## src/rtl/h2a_frame_sched.sv

```systemverilog
// Frame scheduler/arbiter sharing the hex-to-ASCII converter between two requesters.
// Define H2A_RR_ARB_EN for round-robin arbitration; otherwise requester 0 wins ties.
module h2a_frame_sched #(
  parameter int unsigned DATA_BYTES = 2,
  parameter logic [7:0]  HDR0       = 8'h54,
  parameter logic [7:0]  HDR1       = 8'h43,
  localparam int unsigned DATA_W    = 8 * DATA_BYTES
) (
  input  logic              clk,
  input  logic              rst_n,
  input  logic              req0,
  input  logic [DATA_W-1:0] dat0,
  output logic              gnt0,
  input  logic              req1,
  input  logic [DATA_W-1:0] dat1,
  output logic              gnt1,
  input  logic              ds_rdy,
  output logic [7:0]        dout,
  output logic              h2a_en,
  output logic              dout_vld,
  output logic              busy
);

  typedef enum logic [2:0] {StIdle, StGrant, StHdr, StData, StCr, StLf} state_e;

  localparam logic [1:0] LastCnt = 2'(DATA_BYTES - 1);

  state_e            state_q, state_d;
  logic              win_q, win_d;
  logic [DATA_W-1:0] data_q, data_d;
  logic [1:0]        cnt_q, cnt_d;
  logic [7:0]        dout_q, dout_d;
  logic              en_q, en_d;
  logic              vld_q, vld_d;
  logic              pick;

`ifdef H2A_RR_ARB_EN
  logic ptr_q, ptr_d;

  // On a tie the pointer names the preferred requester.
  assign pick = (req0 && req1) ? ptr_q : req1;

  always_ff @(posedge clk) begin
    if (!rst_n) ptr_q <= 1'b0;
    else        ptr_q <= ptr_d;
  end
`else
  assign pick = req1 && !req0;
`endif

  always_comb begin
    state_d = state_q;
    win_d   = win_q;
    data_d  = data_q;
    cnt_d   = cnt_q;
    dout_d  = dout_q;
    en_d    = en_q;
    vld_d   = 1'b0;
    gnt0    = 1'b0;
    gnt1    = 1'b0;
`ifdef H2A_RR_ARB_EN
    ptr_d   = ptr_q;
`endif
    unique case (state_q)
      StIdle: begin
        if (req0 || req1) begin
          win_d   = pick;
          state_d = StGrant;
        end
      end
      StGrant: begin
        gnt0    = !win_q;
        gnt1    = win_q;
        data_d  = win_q ? dat1 : dat0;
        cnt_d   = 2'd0;
`ifdef H2A_RR_ARB_EN
        ptr_d   = !win_q;
`endif
        state_d = StHdr;
      end
      StHdr: begin
        if (ds_rdy) begin
          dout_d  = win_q ? HDR1 : HDR0;
          en_d    = 1'b0;
          vld_d   = 1'b1;
          state_d = StData;
        end
      end
      StData: begin
        if (ds_rdy) begin
          // Payload goes out MSB byte first; shift the next byte into the top slot.
          dout_d = data_q[DATA_W-1 -: 8];
          en_d   = 1'b1;
          vld_d  = 1'b1;
          data_d = data_q << 8;
          if (cnt_q == LastCnt) state_d = StCr;
          else                  cnt_d   = cnt_q + 2'd1;
        end
      end
      StCr: begin
        if (ds_rdy) begin
          dout_d  = 8'h0D;
          en_d    = 1'b0;
          vld_d   = 1'b1;
          state_d = StLf;
        end
      end
      StLf: begin
        if (ds_rdy) begin
          dout_d  = 8'h0A;
          en_d    = 1'b0;
          vld_d   = 1'b1;
          state_d = StIdle;
        end
      end
      default: state_d = StIdle;
    endcase
  end

  always_ff @(posedge clk) begin
    if (!rst_n) begin
      state_q <= StIdle;
      win_q   <= 1'b0;
      data_q  <= '0;
      cnt_q   <= 2'd0;
      dout_q  <= 8'h00;
      en_q    <= 1'b0;
      vld_q   <= 1'b0;
    end else begin
      state_q <= state_d;
      win_q   <= win_d;
      data_q  <= data_d;
      cnt_q   <= cnt_d;
      dout_q  <= dout_d;
      en_q    <= en_d;
      vld_q   <= vld_d;
    end
  end

  assign dout     = dout_q;
  assign h2a_en   = en_q;
  assign dout_vld = vld_q;
  assign busy     = (state_q != StIdle);

endmodule
```

## config.mk

```make
export PLATFORM = sky130hd
export DESIGN_NAME = h2a_frame_sched
export DESIGN_NICKNAME = d
export VERILOG_FILES = /design/src/rtl/h2a_frame_sched.sv
export SDC_FILE = /design/constraint.sdc
export NUM_CORES = 1
export LEC_CHECK = 0
export ABC_AREA = 1
export CORE_ASPECT_RATIO = 1.25
export CORE_UTILIZATION = 46
export CTS_BUF_LIST = sky130_fd_sc_hd__clkbuf_8
export CTS_CLUSTER_SIZE = 25
export DETAILED_ROUTE_END_ITERATION = 6
export PLACE_DENSITY = 0.78
export REMOVE_ABC_BUFFERS = 1
export SKIP_CTS_REPAIR_TIMING = 1
export SLEW_MARGIN = 20
export SYNTH_ARGS = -nofsm -noshare
export SYNTH_HDL_FRONTEND = slang
export SYNTH_SLANG_ARGS = --single-unit
```

## constraint.sdc

```tcl
create_clock -name clk -period 1.5 [get_ports clk]
set_clock_uncertainty 0.1 [all_clocks]
set_input_delay 0.375 -clock clk [delete_from_list [all_inputs] [get_ports clk]]
set_output_delay 0.375 -clock clk [all_outputs]
set_load 0.01 [all_outputs]
```

==> impl_metrics.csv <==
group,metric,value,unit
synthesis,ys_seq_elements,32,
die,initial_core_util,48.9,%
synthesis,synth_enable_flop_cells,0,
grt,grt_pass1_vias,1717,
hold_path,min_path_type,"reg -> reg",
synthesis,synth_warnings,0,
sta,period_needed,1.59,ns
synthesis,synth_flop_cell,"dfxtp_1",
clock_tree,clk_latency,0.29,ns
place,dp_hpwl,2930,um
run_status,status,"complete, but fails checks",
run_status,violations,"design-rule violations, negative setup slack",
die,dieArea,4020,um2
critical_path,cp_data_required_time,1.58,ns
critical_path,cp.arrival,1.67,ns
power,swShare,41.9,%
synthesis,synth_cell_types,21,
synthesis,synthCells,289,
clock_tree,cts_buffers,5,
finish,drive_gt1_share,31.3,%
clock_tree,cts-root-buf,"clkbuf_8",
synthesis,async_flop_share,0,%
synthesis,synth_area_leaders,"dfxtp_1 37%, nand2_1 28%, nor2_1 9.7%, nand3_1 4.3%, a21oi_1 4.0%",
grt,grt_pass1_wl,7070,um
die,pin_count,50,
clock_tree,cts.sinks,32,
grt,grt_max_degree,19,
sta,post-route-period-util,106,%
sta,finalSetupViolCount,31,
sta,fin_setup_tns,-1.43,ns
critical_path,endpoint_kind,"register",
sta,worst_slack,-0.0938,ns
power,p_leak,1.57,nW
detailed_routing,routed_wl,5620,um
synthesis,syn_area_per_cell,6.00,um2
power,p_seq_share,25.0,%
power,peakVddDrop,1.42,mV
sta,hold_violations,0,
synthesis,ys_seq_area_share,37.0,%
place,gp_congestion,0.872,
place,numPortBuffers,49,
detailed_routing,drc,2,
clock_tree,cts_tree,"yes",
power,switchingPower,2.23,mW
detailed_routing,drtPass1Iterations,6,
power,power_density,1790,nW/um2
finish,antennaDiodeCount,0,
clock_tree,cts_buffer_depth,2,
clock_tree,clk_pin_slew_worst_paths,0.06,ns
die,die_height,70.6,um
finish,final_nets,405,
synthesis,synth_area,1730,um2
synthesis,synth.most_common_cell,"nand2_1",
sta,timing.hold.ws,0.364,ns
detailed_routing,vias,2125,
die,die_w,56.9,um
synthesis,yosys.area.top_type,"dfxtp_1",
critical_path,crit_fanout,7,
place,pre_cts_ws,-0.234,ns
synthesis,synthTopCellsByCount,"129 x nand2_1, 45 x nor2_1, 32 x dfxtp_1, 16 x inv_1, 15 x nand3_1",
power,comb_power_share,57.7,%
finish,syn_to_final_growth,72.6,%
grt,grt_antenna_before_repair,0,
grt,grt.overflow.total,0,
die,std_cell_rows,24,
power,internal_power,3.11,mW
detailed_routing,wl_per_cell,13.8,um
die,core,3540,um2
detailed_routing,first_iter_violations,128,
sta,slew_headroom,53.6,%
sta,drv_slew,0,
synthesis,netlist.area_leader.share,37.0,%
sta,rsz0062_at_grt,"yes",
finish,fillers,217,
sta,worstMarginPinSlew,0.696,ns
detailed_routing,via_per_inst,5.22,
critical_path,critPathLaunchType,"register",
critical_path,criticalPathCategory,"reg -> reg",
sta,fmax,0.627,GHz
power,power.clock.fraction,17.3,%
detailed_routing,drtAntennaViolNets,0,
grt,grt_usage,22.0,%
run,cap_viol_max_count,0,
clock_tree,cts-htree-levels,2,
-- worst paths after layout --
path / endpoint / cells after the start / start / slack (ns)
worst max-delay path: state_q[0]$_SDFFE_PN0P_ / 10 / state_q[0]$_SDFFE_PN0P_ / -0.09
worst min-delay path: dout[3]$_SDFFE_PN0P_ / 2 / dout[3]$_SDFFE_PN0P_ / 0.36
worst max register to register: state_q[0]$_SDFFE_PN0P_ / 10 / state_q[0]$_SDFFE_PN0P_ / -0.09
worst min register to register: dout[3]$_SDFFE_PN0P_ / 2 / dout[3]$_SDFFE_PN0P_ / 0.36
-- per-stage QoR --
step	area, um2	instances	power (mW)	utilization (%)
finish	2990	407	5.34	84.4
global route	2990	407	5.66	84.4
CTS	2500	396	4.26	70.7
detailed placement	2380	388	3.34	67.1
global placement	2380	388	3.31	67.1
floorplan	1660	276	2.43	-
-- power by group through the flow --
stage	clock, mW	combinational [mW]	sequential, mW
2_1_floorplan	0	1.05	1.38
3_3_place_gp	0	2.02	1.29
3_5_place_dp	0	2.05	1.29
4_1_cts	0.914	2.06	1.28
5_1_grt	0.957	3.34	1.36
6_report	0.924	3.08	1.33
-- state kept, by name, summed over array words and instances (netlist names) --
register / cells
h2a_en: 1
win_q: 1
data_q: 16
dout_vld: 1
dout: 8
cnt_q: 2
state_q: 3
-- layout make-up --
type	instances	area (um2)	share of cell area [%]
Multi-Input combinational cell	225	1240	41.6
Clock inverter	1	30.0	1.00
Sequential cell	32	644	21.5
Timing Repair inverter	1	11.3	0.376
Tap cell	39	48.8	1.63
Inverter	19	83.8	2.80
Clock buffer	7	96.3	3.22
Timing Repair Buffer	83	833	27.9
-- cells in the final DEF, fill, tap and decap left out, types with 5 or more instances in the layout --
| master | n |
|---|---|
| nand3_2 | 7 |
| dfxtp_1 | 29 |
| nor2_2 | 13 |
| nor2_1 | 28 |
| a21oi_2 | 9 |
| clkdlybuf4s50_1 | 35 |
| clkbuf_8 | 7 |
| nand2_1 | 114 |
| nand2_4 | 10 |
| inv_1 | 13 |
| o21ai_0 | 6 |
| o21ai_2 | 5 |
| buf_4 | 20 |
| nand2_2 | 6 |
| dlymetal6s2s_1 | 11 |
| a21oi_1 | 5 |
| nand3_1 | 6 |
| buf_6 | 12 |
-- routing by layer --
metal	vias to the layer above	part of all wire, %	wire, um	global-route usage (%)
met5	-	0	0	0
met4	0	5.3	299	7.32
met1	944	38	2140	27.1
li1	1046	-	-	-
met3	27	7.4	415	5.12
met2	108	49	2760	37.6
-- kinds of logic (layout without fill, tap and decap cells) --
logic type	after synthesis	count (layout)	share of synthesized area (%)
compound gates	27	27	7.80
buf+inv	32	111	8.45
fa+ha+maj	1	1	0.722
flops	32	32	37.0
simple gates	197	197	46.1
-- worst max-delay path: stages, from the launching register on --
cell and delay (ns):
dfxtp_2 0.34, buf_6 0.11, buf_8 0.12, nand2_8 0.06, nor2_8 0.20, buf_6 0.13
nand2_4 0.06, o21ai_2 0.09, nor2_2 0.07, nor2_1 0.14, nor2_1 0.06
Power figures use the tool's default switching activity.
